--- config.mk ---
export PLATFORM = sky130hd
export DESIGN_NAME = command_controller
export DESIGN_NICKNAME = d
export VERILOG_FILES = /design/src/rtl/command_controller_pkg.sv /design/src/rtl/command_controller_interval_timer.sv /design/src/rtl/command_controller.sv
export SDC_FILE = /design/constraint.sdc
export NUM_CORES = 1
export LEC_CHECK = 0
export ABC_AREA = 1
export ABC_CLOCK_PERIOD_IN_PS = 4000
export CORE_UTILIZATION = 31
export DETAILED_ROUTE_END_ITERATION = 10
export PLACE_DENSITY = 0.5
export REMOVE_ABC_BUFFERS = 1
export SLEW_MARGIN = 0
export SYNTH_ARGS = -nofsm -noshare
export SYNTH_HDL_FRONTEND = slang
export SYNTH_SLANG_ARGS = --single-unit
--- constraint.sdc ---
create_clock -name clock -period 4 [get_ports clock]
set_input_delay 0.4 -clock clock [delete_from_list [all_inputs] [get_ports clock]]
set_output_delay 0.4 -clock clock [all_outputs]
set_load 0.03 [all_outputs]
--- src/rtl/command_controller_pkg.sv ---
`default_nettype none
// +--------------------------------------------------------------------------+
// | Package     : command_controller_pkg                                     |
// | Description : Command/response byte codes, FSM state encoding and        |
// |               continuous-mode / read-kind types for command_controller.  |
// | Revision    : 1.0 - initial release                                      |
// +--------------------------------------------------------------------------+
package command_controller_pkg;

  // Command codes received from the PC (first byte of the 2-byte command)
  localparam logic [7:0] CMD_STATUS    = 8'h00;
  localparam logic [7:0] CMD_TEMP      = 8'h01;
  localparam logic [7:0] CMD_HUM       = 8'h02;
  localparam logic [7:0] CMD_CONT_TEMP = 8'h03;
  localparam logic [7:0] CMD_CONT_HUM  = 8'h04;
  localparam logic [7:0] CMD_STOP_TEMP = 8'h05;
  localparam logic [7:0] CMD_STOP_HUM  = 8'h06;

  // Response codes sent back (first byte of the 2-byte reply)
  localparam logic [7:0] RSP_STATUS_OK = 8'h07;
  localparam logic [7:0] RSP_HUM       = 8'h08;
  localparam logic [7:0] RSP_TEMP      = 8'h09;
  localparam logic [7:0] RSP_STOP_TEMP = 8'h0A;
  localparam logic [7:0] RSP_STOP_HUM  = 8'h0B;
  localparam logic [7:0] RSP_FAULT     = 8'h1F;
  localparam logic [7:0] RSP_BAD_CMD   = 8'hCF;
  localparam logic [7:0] RSP_BAD_ADDR  = 8'hEF;

  typedef enum logic [2:0] {
    ST_IDLE         = 3'd0,
    ST_DECODE       = 3'd1,
    ST_GAP_WAIT     = 3'd2,
    ST_SENSOR_START = 3'd3,
    ST_SENSOR_WAIT  = 3'd4,
    ST_LOAD_TX      = 3'd5,
    ST_TX_WAIT      = 3'd6
  } state_e;

  typedef enum logic [1:0] {
    CONT_OFF  = 2'b00,
    CONT_TEMP = 2'b01,
    CONT_HUM  = 2'b10
  } cont_mode_e;

  // Which reply a sensor measurement turns into
  typedef enum logic [1:0] {
    RD_STATUS = 2'd0,
    RD_TEMP   = 2'd1,
    RD_HUM    = 2'd2
  } read_kind_e;

endpackage : command_controller_pkg
`default_nettype wire

--- src/rtl/command_controller_interval_timer.sv ---
`default_nettype none
// +--------------------------------------------------------------------------+
// | Module      : interval_timer                                             |
// | Description : Loadable down-counter that saturates at zero and flags     |
// |               when it has reached zero. Load has priority over count.    |
// | Revision    : 1.0 - initial release                                      |
// +--------------------------------------------------------------------------+
module interval_timer #(
  parameter int WIDTH = 8
) (
  input  logic             clock,
  input  logic             reset,
  input  logic             load,
  input  logic [WIDTH-1:0] load_value,
  input  logic             count_en,
  output logic             zero
);

  logic [WIDTH-1:0] count_q;
  logic [WIDTH-1:0] count_d;

  // Next count: reload, or step down towards zero and stay there
  always_comb begin
    count_d = count_q;
    if (load) begin
      count_d = load_value;
    end else if (count_en && (count_q != '0)) begin
      count_d = count_q - 1'b1;
    end
  end

  // Counter register; reset to zero so the interval starts out elapsed
  always_ff @(posedge clock or negedge reset) begin
    if (!reset) begin
      count_q <= '0;
    end else begin
      count_q <= count_d;
    end
  end

  assign zero = (count_q == '0);

endmodule : interval_timer
`default_nettype wire

--- src/rtl/command_controller.sv ---
`default_nettype none
// +--------------------------------------------------------------------------+
// | Module      : command_controller                                         |
// | Description : Sequencer between the UART command path and the DHT11      |
// |               SensorDecoder: decodes 2-byte commands, paces and          |
// |               supervises sensor reads, builds 2-byte replies and runs    |
// |               the continuous temperature/humidity modes.                 |
// | Revision    : 1.0 - initial release                                      |
// +--------------------------------------------------------------------------+
module command_controller
  import command_controller_pkg::*;
#(
  parameter int CLK_HZ      = 50_000_000,
  parameter int MIN_GAP_CYC = CLK_HZ * 2,
  parameter int TIMEOUT_CYC = CLK_HZ / 10,
  parameter int NUM_SENSORS = 1
) (
  input  logic       clock,
  input  logic       reset,
  input  logic       rx_done,
  input  logic [7:0] rx_byte1,
  input  logic [7:0] rx_byte2,
  output logic       sensor_enable,
  output logic       sensor_reset,
  input  logic       sensor_done,
  input  logic       sensor_error,
  input  logic [7:0] hum_int,
  input  logic [7:0] temp_int,
  output logic       tx_start,
  output logic [7:0] tx_byte1,
  output logic [7:0] tx_byte2,
  input  logic       tx_busy,
  output logic [1:0] cont_mode
);

  localparam int               MAX_CYC      = (MIN_GAP_CYC > TIMEOUT_CYC) ? MIN_GAP_CYC : TIMEOUT_CYC;
  localparam int               CNT_W        = $clog2(MAX_CYC + 1);
  localparam logic [CNT_W-1:0] GAP_LOAD     = CNT_W'(MIN_GAP_CYC);
  localparam logic [CNT_W-1:0] TIMEOUT_LOAD = CNT_W'(TIMEOUT_CYC);
  localparam logic [8:0]       ADDR_LIMIT   = 9'(NUM_SENSORS);

  state_e     state_q,       state_d;
  cont_mode_e cont_mode_q,   cont_mode_d;
  read_kind_e read_kind_q,   read_kind_d;
  logic       pend_valid_q,  pend_valid_d;
  logic [7:0] pend_code_q,   pend_code_d;
  logic [7:0] pend_addr_q,   pend_addr_d;
  logic [7:0] cmd_code_q,    cmd_code_d;
  logic [7:0] cmd_addr_q,    cmd_addr_d;
  logic [7:0] tx_byte1_q,    tx_byte1_d;
  logic [7:0] tx_byte2_q,    tx_byte2_d;
  logic       tx_start_q,    tx_start_d;
  logic       sensor_en_q,   sensor_en_d;
  logic       sensor_rst_q,  sensor_rst_d;
  logic       busy_seen_q,   busy_seen_d;
  logic       fault;
  logic       gap_zero;
  logic       timeout_zero;
  logic       start_cycle;

  assign start_cycle = (state_q == ST_SENSOR_START);

  // Enforces DHT11 start spacing and doubles as the continuous-mode period
  interval_timer #(.WIDTH(CNT_W)) u_gap_timer (
    .clock      (clock),
    .reset      (reset),
    .load       (start_cycle),
    .load_value (GAP_LOAD),
    .count_en   (1'b1),
    .zero       (gap_zero)
  );

  // Bounds how long a measurement may take before it is declared a fault
  interval_timer #(.WIDTH(CNT_W)) u_timeout_timer (
    .clock      (clock),
    .reset      (reset),
    .load       (start_cycle),
    .load_value (TIMEOUT_LOAD),
    .count_en   (state_q == ST_SENSOR_WAIT),
    .zero       (timeout_zero)
  );

  // Next-state, pending-buffer and registered-output logic
  always_comb begin
    state_d      = state_q;
    cont_mode_d  = cont_mode_q;
    read_kind_d  = read_kind_q;
    pend_valid_d = pend_valid_q;
    pend_code_d  = pend_code_q;
    pend_addr_d  = pend_addr_q;
    cmd_code_d   = cmd_code_q;
    cmd_addr_d   = cmd_addr_q;
    tx_byte1_d   = tx_byte1_q;
    tx_byte2_d   = tx_byte2_q;
    tx_start_d   = 1'b0;
    sensor_en_d  = sensor_en_q;
    sensor_rst_d = 1'b0;
    busy_seen_d  = busy_seen_q;
    fault        = 1'b0;

    // A command arriving while busy is parked; a newer one replaces it
    if (rx_done && (state_q != ST_IDLE)) begin
      pend_valid_d = 1'b1;
      pend_code_d  = rx_byte1;
      pend_addr_d  = rx_byte2;
    end

    case (state_q)
      ST_IDLE: begin
        busy_seen_d = 1'b0;
        if (pend_valid_q) begin
          // Oldest command first; a same-cycle arrival takes its place
          cmd_code_d   = pend_code_q;
          cmd_addr_d   = pend_addr_q;
          pend_valid_d = rx_done;
          if (rx_done) begin
            pend_code_d = rx_byte1;
            pend_addr_d = rx_byte2;
          end
          state_d = ST_DECODE;
        end else if (rx_done) begin
          cmd_code_d = rx_byte1;
          cmd_addr_d = rx_byte2;
          state_d    = ST_DECODE;
        end else if ((cont_mode_q != CONT_OFF) && gap_zero) begin
          // Continuous tick: the gap counter stays at zero until the next
          // start, so a tick deferred by a command is still seen here later
          read_kind_d = (cont_mode_q == CONT_TEMP) ? RD_TEMP : RD_HUM;
          state_d     = ST_GAP_WAIT;
        end
      end

      ST_DECODE: begin
        tx_byte1_d = RSP_BAD_CMD;
        tx_byte2_d = 8'h00;
        state_d    = ST_LOAD_TX;
        if (cmd_code_q > CMD_STOP_HUM) begin
          tx_byte1_d = RSP_BAD_CMD;
        end else if ({1'b0, cmd_addr_q} >= ADDR_LIMIT) begin
          tx_byte1_d = RSP_BAD_ADDR;
          tx_byte2_d = cmd_addr_q;
        end else begin
          case (cmd_code_q)
            CMD_STATUS: begin
              read_kind_d = RD_STATUS;
              state_d     = ST_GAP_WAIT;
            end
            CMD_TEMP: begin
              read_kind_d = RD_TEMP;
              state_d     = ST_GAP_WAIT;
            end
            CMD_HUM: begin
              read_kind_d = RD_HUM;
              state_d     = ST_GAP_WAIT;
            end
            // Mode switches are silent; the first reply comes with the tick
            CMD_CONT_TEMP: begin
              cont_mode_d = CONT_TEMP;
              state_d     = ST_IDLE;
            end
            CMD_CONT_HUM: begin
              cont_mode_d = CONT_HUM;
              state_d     = ST_IDLE;
            end
            CMD_STOP_TEMP: begin
              if (cont_mode_q == CONT_TEMP) begin
                cont_mode_d = CONT_OFF;
                tx_byte1_d  = RSP_STOP_TEMP;
              end
            end
            CMD_STOP_HUM: begin
              if (cont_mode_q == CONT_HUM) begin
                cont_mode_d = CONT_OFF;
                tx_byte1_d  = RSP_STOP_HUM;
              end
            end
            default: begin
              tx_byte1_d = RSP_BAD_CMD;
            end
          endcase
        end
      end

      ST_GAP_WAIT: begin
        if (gap_zero) begin
          sensor_rst_d = 1'b1;
          state_d      = ST_SENSOR_START;
        end
      end

      ST_SENSOR_START: begin
        sensor_en_d = 1'b1;
        state_d     = ST_SENSOR_WAIT;
      end

      ST_SENSOR_WAIT: begin
        if (sensor_done) begin
          sensor_en_d = 1'b0;
          state_d     = ST_LOAD_TX;
          tx_byte2_d  = 8'h00;
          if (sensor_error) begin
            fault = 1'b1;
          end else begin
            case (read_kind_q)
              RD_TEMP: begin
                tx_byte1_d = RSP_TEMP;
                tx_byte2_d = temp_int;
              end
              RD_HUM: begin
                tx_byte1_d = RSP_HUM;
                tx_byte2_d = hum_int;
              end
              default: begin
                tx_byte1_d = RSP_STATUS_OK;
              end
            endcase
          end
        end else if (timeout_zero) begin
          // Clear the decoder so a stuck transfer cannot leak into the next read
          sensor_en_d  = 1'b0;
          sensor_rst_d = 1'b1;
          fault        = 1'b1;
          state_d      = ST_LOAD_TX;
        end
        if (fault) begin
          tx_byte1_d  = RSP_FAULT;
          tx_byte2_d  = 8'h00;
          cont_mode_d = CONT_OFF;
        end
      end

      ST_LOAD_TX: begin
        if (!tx_busy) begin
          tx_start_d  = 1'b1;
          busy_seen_d = 1'b0;
          state_d     = ST_TX_WAIT;
        end
      end

      ST_TX_WAIT: begin
        if (tx_busy) begin
          busy_seen_d = 1'b1;
        end else if (busy_seen_q) begin
          state_d = ST_IDLE;
        end
      end

      default: begin
        state_d = ST_IDLE;
      end
    endcase
  end

  // Controller state and registered outputs; reset drops everything at once
  always_ff @(posedge clock or negedge reset) begin
    if (!reset) begin
      state_q      <= ST_IDLE;
      cont_mode_q  <= CONT_OFF;
      read_kind_q  <= RD_STATUS;
      pend_valid_q <= 1'b0;
      pend_code_q  <= 8'h00;
      pend_addr_q  <= 8'h00;
      cmd_code_q   <= 8'h00;
      cmd_addr_q   <= 8'h00;
      tx_byte1_q   <= 8'h00;
      tx_byte2_q   <= 8'h00;
      tx_start_q   <= 1'b0;
      sensor_en_q  <= 1'b0;
      sensor_rst_q <= 1'b0;
      busy_seen_q  <= 1'b0;
    end else begin
      state_q      <= state_d;
      cont_mode_q  <= cont_mode_d;
      read_kind_q  <= read_kind_d;
      pend_valid_q <= pend_valid_d;
      pend_code_q  <= pend_code_d;
      pend_addr_q  <= pend_addr_d;
      cmd_code_q   <= cmd_code_d;
      cmd_addr_q   <= cmd_addr_d;
      tx_byte1_q   <= tx_byte1_d;
      tx_byte2_q   <= tx_byte2_d;
      tx_start_q   <= tx_start_d;
      sensor_en_q  <= sensor_en_d;
      sensor_rst_q <= sensor_rst_d;
      busy_seen_q  <= busy_seen_d;
    end
  end

  assign sensor_enable = sensor_en_q;
  assign sensor_reset  = sensor_rst_q;
  assign tx_start      = tx_start_q;
  assign tx_byte1      = tx_byte1_q;
  assign tx_byte2      = tx_byte2_q;
  assign cont_mode     = cont_mode_q;

endmodule : command_controller
`default_nettype wire

# [Word-level counts from Yosys, hierarchy flattened]
# Index checks and enable logic that the tools add are counted.
[totals] elab_cells=162 inputBits=38 ff_bits=114 output_inout_bits=21
[op_classes] reduce_logical=28 add_sub_neg=2 eq_ne=35 order_cmp=2 n_mux=79
[ops] op="2-to-1 mux 8 bit" count=24
[ops] op="2-to-1 mux 27 bit" count=4
[ops] op="one-hot mux 8 bit (2 select lines)" count=4
[ops] op="zero test 27 bit" count=2
[ops] op="nonzero test 27 bit" count=2
[ops] op="subtractor 27 x 1 -> 27 bit (second input constant)" count=2
[ops] op="2-to-1 mux 3 bit" count=11
[ops] op="== test 8 x 3 -> 1 bit (second input constant)" count=3
[ops] op="2-to-1 mux 2 bit" count=11
[ops] op="!= test 2 bit (second input constant)" count=11
[ops] op="one-hot mux 3 bit (7 select lines)" count=1
[ops] op="== test 8 x 2 -> 1 bit (second input constant)" count=2
[ops] op="2-to-1 mux 1 bit" count=15
[ops] op="!= test 3 bit (second input constant)" count=5
[ops] op="AND reduction 7 bit" count=2
[ops] op="nonzero test 2 bit" count=7
[ops] op="== test 3 bit (second input constant)" count=3
[ops] op="== test 8 x 1 -> 1 bit (second input constant)" count=1
[ops] op=">= comparator 8 x 1 -> 1 bit (second input constant)" count=1
[ops] op="> comparator 8 x 3 -> 1 bit (second input constant)" count=1
[ops] op="zero test 8 bit" count=1
[ops] op="one-hot mux 2 bit (2 select lines)" count=2
[ops] op="one-hot mux 2 bit (4 select lines)" count=1
[ops] op="one-hot mux 4 bit (2 select lines)" count=1
[ops] op="19 further kinds" count=29

# [Longest topological paths before layout]
# Gate-level depths: netlist of run 1.
[logic_depth] word_depth=6 depth_mapped=14 ltp_nobuf=14

# [Hierarchy]
# A second synthesis of run 1 with hierarchy kept.
[unflattened] hier_cells=1094 hier_area_um2=7609.8
[modules_own_cells] mod="command_controller" cells_each=398 area_each_um2=3118.0 seq_area_each_um2=1476.4 n_inst=1
[modules_own_cells] mod="interval_timer at u_timeout_timer" cells_each=349 area_each_um2=2268.4 seq_area_each_um2=675.6 n_inst=1
[modules_own_cells] mod="interval_timer at u_gap_timer" cells_each=347 area_each_um2=2223.4 seq_area_each_um2=675.6 n_inst=1

# [Worst setup path before layout of run 1]
# OpenSTA, ideal clock, no wires.
[synth_path] path_type="register to register" start="reg u_timeout_timer.count_q[0]" end="reg u_timeout_timer.count_q[19]" t_required_ns=3.879 arrival_time_ns=1.519 slack_ns=2.361 path_stages_with_launch=13 setup_time_ns=0.121 path_buffers=1 synth_period_minus_slack_ns=1.639 path_cell_list="dfrtp_1 inv_1 ha_1 nand2_1 inv_1 nand2_1 nor2_1 nand3_1 nand2_2 nand2_2 buf_2 o21ai_1 nand2_1"
[synth_via] elab_chain_cells=3 word_cells_on_any_way=6 cone_classes="1 x add/sub; 2 x mux; 3 x reduce/logical"
[synth_lines] item="start, declared" line_no="command_controller_interval_timer.sv:19" text="logic [WIDTH-1:0] count_q;"
[synth_lines] item="start signal, assigned" line_no="command_controller_interval_timer.sv:37" text="count_q <= count_d;"
[synth_lines] item="subtractor 27 x 1 -> 27 bit or nonzero test 27 bit (tied branches)" line_no="command_controller_interval_timer.sv:28, command_controller_interval_timer.sv:27"
[synth_lines] item="2-to-1 mux 27 bit or logical AND 1 bit (tied branches)" line_no="command_controller_interval_timer.sv:27" text="end else if (count_en && (count_q != '0)) begin"
[synth_lines] item="2-to-1 mux 27 bit or nonzero test 2 bit (tied branches)"
# Parallel ways exist; a longest one is shown, timed or not. The select of a mux whose other input is x is not followed.
# A chain may end at the register's enable or synchronous reset.

# [Final worst setup path of run 1]
[layout_path] start="reg state_q[1]" end="reg u_timeout_timer.count_q[2]"
[layout_via] elab_chain_cells=3 word_cells_on_any_way=5 cone_classes="2 x eq/ne; 1 x mux; 2 x reduce/logical"
[layout_lines] item="start, declared" line_no="command_controller.sv:42" text="state_e state_q, state_d;"
[layout_lines] item="start signal, assigned" line_no="command_controller.sv:272" text="state_q <= state_d;"
[layout_lines] item="== test 3 bit" line_no="command_controller.sv:79" text=".count_en (state_q == ST_SENSOR_WAIT),"
[layout_lines] item="logical AND 1 bit" line_no="command_controller_interval_timer.sv:27"
[layout_lines] item="nonzero test 2 bit (no line)"
# Parallel ways exist; a longest one is shown, timed or not.

==> impl_metrics.tcl, run 1 <==
set metrics [dict create \
    outcome "finished, final reports clean" \
    max_freq_ghz 0.425 \
    p_switching_mw 2.95 \
    synth.cell_area_um2 6670 \
    hpwlAfterDp_mm 13.3 \
    avgSynthCellArea_um2 6.93 \
    path_buf_inv 4 \
    cp_cell_sequence "inv_2 > nor3_4 > buf_4 > inv_2 > nand2_2 > inv_2 > nand2_1 > o31ai_1" \
    p_leak_nw 3.84 \
    grt_overflow 0 \
    hold_path_class "in2async" \
    ys_async_sr_fraction_pct 100 \
    cp_slowest_stage_delay_ns 0.50 \
    dieArea_um2 22100 \
    num_vias 6159 \
    numPortBuffers 58 \
    start_kind "register" \
    synthCells 962 \
    htree_levels 4 \
    postCtsSetupBuffers 0 \
    clock_skew_ns 0.0109 \
    synth_ff_type "dfrtp_1" \
    final.min_clock_period_ns 2.36 \
    drt_iter0_drc 413 \
    seq_power_share_pct 30.4 \
    cts_tree "yes" \
    worstMarginPinSlew_ns 0.793 \
    grt_antenna_before_repair 0 \
    drive_gt1_share_pct 7.76 \
    powerDensity_nw_per_um2 792 \
    intPower_mw 3.49 \
    arrival_ns 2.65 \
    area_delta_synth_final_pct 21.9 \
    pwr-share-clk_pct 24.1 \
    p_comb_share_pct 45.5 \
    synth_cell_types 36 \
    row_count 53 \
    num-nets-final 1062 \
    cp_max_fo 29 \
    layout_common_cells "261 x nand2_1, 149 x nor2_1, 113 x dfrtp_1, 101 x inv_1, 58 x o21ai_0" \
    antennaDiodeCount 0 \
    grtUsageTotal_pct 17.6 \
    cts_buffers 17 \
    core_um2 21100 \
    gp_congestion 0.877 \
    grt_pass1_wl_mm 30.3 \
    viasPerCell 4.72 \
    maxSlewViolCount 0 \
    critPathTopFamily "buffers and inverters" \
    p_total_mw 6.44 \
    netlist_top_cells_area "dfrtp_1 42%, nand2_1 15%, nor2_1 8.4%" \
    chipWidth_um 149 \
    grt_setup_unrepaired "false" \
    synth_edf_count 0 \
    cp_slowest_cell "dfrtp_1" \
    netSwitchingFraction_pct 45.8 \
    cts.repair.resized 0 \
    ys_seq_elements 113 \
    path_clk_slew_ns 0.06 \
    synth_area_leader_cell "dfrtp_1" \
    setup_viol 0 \
    wl_mm 18.0 \
    finalHoldViolCount 0 \
    fin_crit_sh_pct 58.9 \
    critPathMostFrequentCell "inv_2" \
    yosys_warnings 0 \
    wire_per_inst_um 13.8 \
    firstDrtPassIters 5 \
    grt_max_degree 61 \
    crit_type "reg2reg" \
    clockBufferDepth 2 \
    maxCapViolations 0 \
    tns_ns 0 \
    io_pins 59 \
    endpoint_kind "register" \
    clk_latency_ns 0.42 \
    yosysSeqAreaShare_pct 42.4 \
    initial_core_util_pct 31.6 \
    clock_sinks 113 \
    drc 0 \
    ant_nets 0 \
    max-vdd-ir-drop_uv 269 \
    die_y_um 149 \
    holdBufCountCts 0 \
    yosysTopAreaCellShare_pct 42.4 \
    required_ns 4.29 \
    slew_headroom_pct 47.1 \
    grt_pass1_vias 5869 \
    cts_root_buffer "clkbuf_16" \
    layout_commonest_cell "nand2_1" \
]
## Yosys cell counts (2+ instances only)
| cell type | number |
|---|---|
| nand3_1 | 54 |
| inv_1 | 101 |
| o21ai_0 | 58 |
| nor3_1 | 20 |
| o22ai_1 | 3 |
| nand4_1 | 33 |
| o211ai_1 | 3 |
| xor2_1 | 14 |
| buf_1 | 2 |
| nor3b_1 | 2 |
| o21ai_1 | 27 |
| nor4_1 | 6 |
| nand2_2 | 6 |
| dfrtp_1 | 113 |
| nand3b_1 | 6 |
| buf_4 | 3 |
| inv_2 | 21 |
| or2_2 | 6 |
| nor2_2 | 3 |
| clkbuf_1 | 14 |
| o21a_1 | 3 |
| nand2_1 | 261 |
| buf_2 | 7 |
| xnor2_1 | 4 |
| nor2_1 | 150 |
| o31ai_1 | 6 |
| a21oi_1 | 22 |
| ha_1 | 6 |
## routing by layer
| layer | track usage, % | wire, µm | vias to the layer above | share of wire, % |
|---|---|---|---|---|
| met5 | 0 | 0 | - | 0 |
| met4 | 5.10 | 227 | 0 | 1.3 |
| met3 | 3.68 | 822 | 16 | 4.6 |
| met2 | 26.4 | 7890 | 138 | 44 |
| met1 | 25.3 | 9080 | 2801 | 50 |
| li1 | - | - | 3204 | - |
## worst paths after layout
kind / startpoint / end / slack (ns) / cells past startpoint
max in group asynchronous: reset / u_timeout_timer.count_q[26] / 3.15 / 2
worst max-delay path: state_q[1] / u_timeout_timer.count_q[2] / 1.64 / 8
worst min register to register: sensor_enable / sensor_enable / 0.48 / 2
min in group clock: sensor_enable / sensor_enable / 0.48 / 2
worst max register to register: state_q[1] / u_timeout_timer.count_q[2] / 1.64 / 8
worst min-delay path: reset / u_gap_timer.count_q[0] / 0.06 / 1
## metrics by stage
stage	worst slack (ns)	hold WS, ns	util [%]	cells	cell area [µm²]
finish	1.64	0.0593	38.5	1306	8130
global route	1.33	0.136	38.5	1306	8130
CTS	1.60	0.0976	38.5	1306	8130
detailed placement	1.60	0.465	35.7	1274	7530
global placement	1.68	0.458	35.7	1274	7530
floorplan	1.73	0.104	-	936	6550
## logic make-up (layout without fill, tap and decap cells)
| family | after synthesis | after routing | share of synthesized area [%] |
|---|---|---|---|
| DFF | 113 | 113 | 42.4 |
| xor gates and xnor gates | 18 | 18 | 2.36 |
| AOI/OAI and AO/OA | 125 | 125 | 10.0 |
| adders and majority gates | 6 | 6 | 1.13 |
| buffers and inverters | 148 | 217 | 8.63 |
| and+or+nand+nor | 552 | 552 | 35.5 |
## power by group through the flow
stage / combinational [mW] / clock, mW / sequential, mW
floorplan: 1.92 / 0 / 2.06
global route: 3.37 / 1.64 / 2.03
CTS: 2.95 / 1.58 / 1.96
finish: 2.93 / 1.55 / 1.96
detailed placement: 2.94 / 0 / 1.97
global placement: 2.94 / 0 / 1.97
## cell type report
| cell class | instances | area (µm²) |
|---|---|---|
| Multi-Input combinational cell | 701 | 3270 |
| Clock inverter | 15 | 171 |
| Sequential cell | 113 | 2830 |
| Inverter | 122 | 458 |
| Timing Repair Buffer | 63 | 628 |
| Fill cell | 2238 | 13000 |
| Clock buffer | 17 | 425 |
| Tap cell | 275 | 344 |
## worst register-to-register path, stage by stage, from the launching register on
cell     delay, ns
dfrtp_1       0.50
inv_2         0.08
nor3_4        0.15
buf_4         0.32
inv_2         0.33
nand2_2       0.50
inv_2         0.19
nand2_1       0.10
o31ai_1       0.06
(Power assumes the default switching activity.)
==> run 2, diff against run 1 <==
Settings changed: ABC_CLOCK_PERIOD_IN_PS 4000 to 2100, PLACE_DENSITY 0.5 to 0.52.
Clock period 4 ns to 2.1 ns, I/O delays scaled along.
==> run 2 against run 1 <==
Compared with the run above:
- hold slack improved by 0.21 ns
- critical path type unchanged
- largest cell class unchanged
- combinational power up 99%
- non-clock buffer count rose by 18
==> impl_metrics.tcl, run 2 (synthesized netlist as in run 1, its figures left out) <==
set metrics [dict create \
    clockBufferDepth 2 \
    worstReg2RegStart "u_timeout_timer.count_q[0]" \
    path_clk_slew_ns 0.06 \
    maxSlewViolCount 0 \
    num_vias 6168 \
    dieArea_um2 22100 \
    endpoint_kind "register" \
    viasPerCell 4.66 \
    num-nets-final 1080 \
    fin_crit_sh_pct 92.2 \
    outcome "finished, final reports clean" \
    row_count 53 \
    hold_ws_ns 0.270 \
    antennaDiodeCount 0 \
    area_delta_synth_final_pct 23.7 \
    grt_pass1_vias 5855 \
    maxCapViolations 0 \
    chipWidth_um 149 \
    wl_mm 18.2 \
    reg2reg_depth 12 \
    gp_congestion 0.873 \
    slew_headroom_pct 51.6 \
    grt_setup_unrepaired "false" \
    setup_viol 0 \
    final.min_clock_period_ns 1.94 \
    drt_iter0_drc 339 \
    r2r_setup_slack_ns 0.16 \
    numPortBuffers 58 \
    hpwlAfterDp_mm 13.5 \
    clock_sinks 113 \
    cts_tree "yes" \
    grt_max_degree 50 \
    layout_commonest_cell "nand2_1" \
    cts_root_buffer "clkbuf_16" \
    cts_buffers 17 \
    max-vdd-ir-drop_uv 580 \
    wire_per_inst_um 13.8 \
    r2r_end "u_timeout_timer.count_q[10]" \
    core_um2 21100 \
    ant_nets 0 \
    grt_overflow 0 \
    firstDrtPassIters 5 \
    start_kind "register" \
    layout_common_cells "261 x nand2_1, 146 x nor2_1, 113 x dfrtp_1, 101 x inv_1, 58 x o21ai_0" \
    grt_antenna_before_repair 0 \
    drc 0 \
    fin_util_pct 39.1 \
    cp_max_fo 15 \
    initial_core_util_pct 31.6 \
    max_freq_ghz 0.517 \
    powerDensity_nw_per_um2 1490 \
    arrival_ns 2.23 \
    grt_pass1_wl_mm 30.2 \
    clock_skew_ns 0.0127 \
    drive_gt1_share_pct 9.53 \
    htree_levels 4 \
    postCtsSetupBuffers 0 \
    clk_latency_ns 0.42 \
    io_pins 59 \
    required_ns 2.40 \
    hold_path_class "in2async" \
    p_leak_nw 3.91 \
    die_y_um 149 \
    tns_ns 0 \
    n_fill_cell 2260 \
    finalHoldViolCount 0 \
    grtUsageTotal_pct 17.6 \
    worstMarginPinSlew_ns 0.725 \
    crit_type "reg2reg" \
]
[run 2: cell count changes in the layout (fill, tap and decap cells not counted), moves of 2 or more]
cell | previous run | this run
buf_4 | 5 | 20
nor2_1 | 149 | 146
nor2_2 | 4 | 7
buf_12 | 1 | 3
bufinv_16 | 2 | 0
clkinvlp_4 | 1 | 3
[run 2: stage by stage]
stage / total power, mW / instance area, µm² / setup WS (ns) / std cells
5_1_grt: 13.3 / 8250 / 0.00685 / 1324
3_3_place_gp: 9.53 / 7680 / 0.119 / 1291
6_report: 12.3 / 8250 / 0.164 / 1324
3_5_place_dp: 9.56 / 7680 / 0.0952 / 1291
2_1_floorplan: 7.58 / 6550 / -0.170 / 936
4_1_cts: 12.3 / 8240 / 0.0913 / 1324
[run 2: area by class of cell]
| cell class | instances | area [µm²] | area share (%) |
|---|---|---|---|
| inverter | 122 | 460 | 5.58 |
| multi-input combinational | 701 | 3280 | 39.7 |
| tap | 275 | 344 | 4.17 |
| sequential | 113 | 2830 | 34.3 |
| clock buffer | 17 | 425 | 5.16 |
| clock inverter | 15 | 123 | 1.49 |
| timing repair buffer | 81 | 791 | 9.58 |
[run 2: worst max path at each step]
stage,from,endpoint,slack [ns]
floorplan,pend_valid_q,cmd_addr_q[3],-0.17
global placement,u_timeout_timer.count_q[23],u_timeout_timer.count_q[2],0.12
detailed placement,u_timeout_timer.count_q[23],u_timeout_timer.count_q[2],0.1
CTS,u_timeout_timer.count_q[23],u_timeout_timer.count_q[13],0.09
global route,u_timeout_timer.count_q[0],u_timeout_timer.count_q[10],0.007
finish,u_timeout_timer.count_q[0],u_timeout_timer.count_q[10],0.16
[run 2: what timing repair did]
| action | CTS | global route |
|---|---|---|
| gates resized for setup | 0 | 4 |
| setup endpoints to repair | 0 | 29 |
| hold endpoints to repair | 26 | 0 |
| hold buffers | 1 | 0 |
[run 2: metal layers]
| metal | up-vias | GRT usage, % | wire length, µm |
|---|---|---|---|
| met1 | 2831 | 23.1 | 8740 |
| met4 | 0 | 6.49 | 400 |
| li1 | 3236 | - | - |
| met2 | 78 | 28.3 | 8620 |
| met5 | - | 0 | 0 |
| met3 | 23 | 3.80 | 483 |
[run 2: power breakdown]
| part | internal [mW] | switching, mW |
|---|---|---|
| combinational | 2.02 | 3.82 |
| sequential | 3.03 | 0.680 |
| clock | 1.54 | 1.17 |
| total | 6.59 | 5.66 |
[run 2: critical path, cell delays in order, from the launching register on]
cell	delay (ns)
dfrtp_1	0.35
inv_1	0.06
ha_1	0.22
nand2_1	0.07
inv_1	0.04
nand2_1	0.05
inv_1	0.03
nand2_1	0.07
nor2_1	0.07
nor2_2	0.56
nand3_1	0.13
nand2_1	0.11
nor2_1	0.04
==> run 3, diff against run 2 <==
Settings changed: CORE_UTILIZATION 31 to 50, HOLD_SLACK_MARGIN set to 0.12, PLACE_DENSITY 0.52 to 0.75.
==> run 3 against run 2 <==
Compared with the run above:
- critical endpoint unchanged
- setup slack gained 0.033 ns
- total power up 1.6%
- hold slack worse by 0.035 ns
- via count increased by 3.8%
==> impl_metrics.tcl, run 3 (synthesized netlist as in run 1, its figures left out) <==
set metrics [dict create \
    core_um2 12800 \
    cp_max_fo 15 \
    cts_tree "yes" \
    dpl.cell_count 1185 \
    setup_viol 0 \
    reg2reg_depth 12 \
    area_delta_synth_final_pct 22.0 \
    grt_pass1_vias 6016 \
    crit_type "reg2reg" \
    wl_mm 16.7 \
    pwr-share-clk_pct 24.3 \
    seq_power_share_pct 30.0 \
    cts_buffers 17 \
    final_area_um2 8140 \
    worstMarginPinSlew_ns 0.689 \
    wire_per_inst_um 13.7 \
    final-instance-count-excl-fill 1217 \
    grt_setup_unrepaired "false" \
    gp_congestion 0.957 \
    netSwitchingFraction_pct 43.5 \
    arrival_ns 2.19 \
    layout_commonest_cell "nand2_1" \
    grt_overflow 0 \
    cp_slowest_stage_delay_ns 0.53 \
    numPortBuffers 58 \
    drc 0 \
    num_vias 6405 \
    hpwlAfterDp_mm 11.9 \
    ant_nets 0 \
    placed_cell_area_um2 7510 \
    clockBufferDepth 2 \
    cts_root_buffer "clkbuf_16" \
    layout_setup_ws_ns 0.197 \
    multi_input_area_um2 3270 \
    antennaDiodeCount 0 \
    layout_common_cells "261 x nand2_1, 148 x nor2_1, 113 x dfrtp_1, 101 x inv_1, 58 x o21ai_0" \
    row_count 41 \
    io_pins 59 \
    grtUsageTotal_pct 25.8 \
    clock_sinks 113 \
    p_comb_share_pct 45.7 \
    place_ws_ns 0.226 \
    slew_headroom_pct 54.0 \
    n_fill_cell 1148 \
    maxSlewViolCount 0 \
    p_leak_nw 3.92 \
    chipWidth_um 117 \
    dieArea_um2 13800 \
    r2r_setup_slack_ns 0.20 \
    p_switching_mw 5.42 \
    path_clk_slew_ns 0.05 \
    viasPerCell 5.26 \
    drt_iter0_drc 601 \
    die_y_um 117 \
    register_area_um2 2830 \
    fin_util_pct 63.4 \
    maxCapViolations 0 \
    initial_core_util_pct 52.0 \
    intPower_mw 7.03 \
    hold_path_class "in2async" \
    finalHoldViolCount 0 \
    final.min_clock_period_ns 1.90 \
    worstReg2RegStart "u_timeout_timer.count_q[0]" \
    start_kind "register" \
    cp_slowest_cell "nor2_2" \
    required_ns 2.39 \
    critPathMostFrequentCell "nand2_1" \
    max_freq_ghz 0.526 \
    clock_skew_ns 0.00965 \
    r2r_end "u_timeout_timer.count_q[10]" \
    max-vdd-ir-drop_uv 954 \
    powerDensity_nw_per_um2 1530 \
    grt_max_degree 67 \
    grt_antenna_before_repair 0 \
    grt_pass1_wl_mm 28.5 \
    drive_gt1_share_pct 8.61 \
    htree_levels 4 \
    fin_crit_sh_pct 90.6 \
    endpoint_kind "register" \
    cp_cell_sequence "inv_1 > ha_1 > nand2_1 > inv_1 > nand2_1 > inv_1 > nand2_1 > nor2_1 > nor2_2 > nand3_1 > nand2_1 > nor2_1" \
    outcome "finished, final reports clean" \
    num-nets-final 1077 \
    firstDrtPassIters 6 \
    clk_latency_ns 0.42 \
    tns_ns 0 \
]
## run 3: changes by cell type in the layout (fill, tap and decap cells not counted), moves of 2 or more
cell,before,now
inv_6,8,0
clkbuf_8,0,6
clkbuf_1,0,4
bufinv_16,0,3
clkinvlp_4,3,0
buf_12,3,1
nor2_1,146,148
nor2_2,7,5
## run 3: layout make-up
cell class                      instances  area share (%)
Multi-Input combinational cell        701            40.2
Timing Repair Buffer                   78            9.13
Inverter                              122            5.63
Sequential cell                       113            34.8
Tap cell                              172            2.64
Clock buffer                           27            6.43
Clock inverter                          4            1.17
## run 3: worst max path at each step
stage,cells past startpoint,start,slack [ns],endpoint
after floorplan,4,pend_valid_q,-0.17,cmd_addr_q[3]
after global placement,10,u_timeout_timer.count_q[23],0.27,state_q[1]
after detailed placement,12,u_timeout_timer.count_q[0],0.23,u_timeout_timer.count_q[10]
after CTS,12,u_timeout_timer.count_q[0],0.21,u_timeout_timer.count_q[10]
after global routing,10,u_timeout_timer.count_q[18],0.01,state_q[1]
final,12,u_timeout_timer.count_q[0],0.20,u_timeout_timer.count_q[10]
## run 3: what timing repair did
action	CTS	global route
setup endpoints to repair	0	1
hold buffers	1	0
hold endpoints to repair	113	0
buffers inserted	0	0
gates resized for setup	0	1
## run 3: power by group through the flow
stage / clock network [mW] / logic [mW] / registers [mW]
finish: 3.03 / 5.69 / 3.73
global placement: 0 / 5.53 / 3.71
detailed placement: 0 / 5.57 / 3.73
global route: 3.16 / 6.43 / 3.83
CTS: 3.07 / 5.63 / 3.71
floorplan: 0 / 3.66 / 3.92
## run 3: through the flow
step	hold WS, ns	power (mW)
after global placement	0.139	9.25
after global routing	0.252	13.4
after floorplan	-0.0856	7.58
after detailed placement	0.136	9.30
final	0.235	12.4
after CTS	0.236	12.4
## run 3: routing by layer
metal  part of all wire [%]  up-vias  track usage (%)
met3                    5.6       27             6.06
met5                      0        -                0
met2                     44      213             38.4
met1                     49     2936             36.5
li1                       -     3229                -
met4                    1.4        0             9.38
## run 3: critical path: cells and delay by family, from the launching register on
kind / cells / cell delay [ns]
simple gates: 8 / 1.09
flops: 1 / 0.34
fa+ha+maj: 1 / 0.21
buf+inv: 3 / 0.15
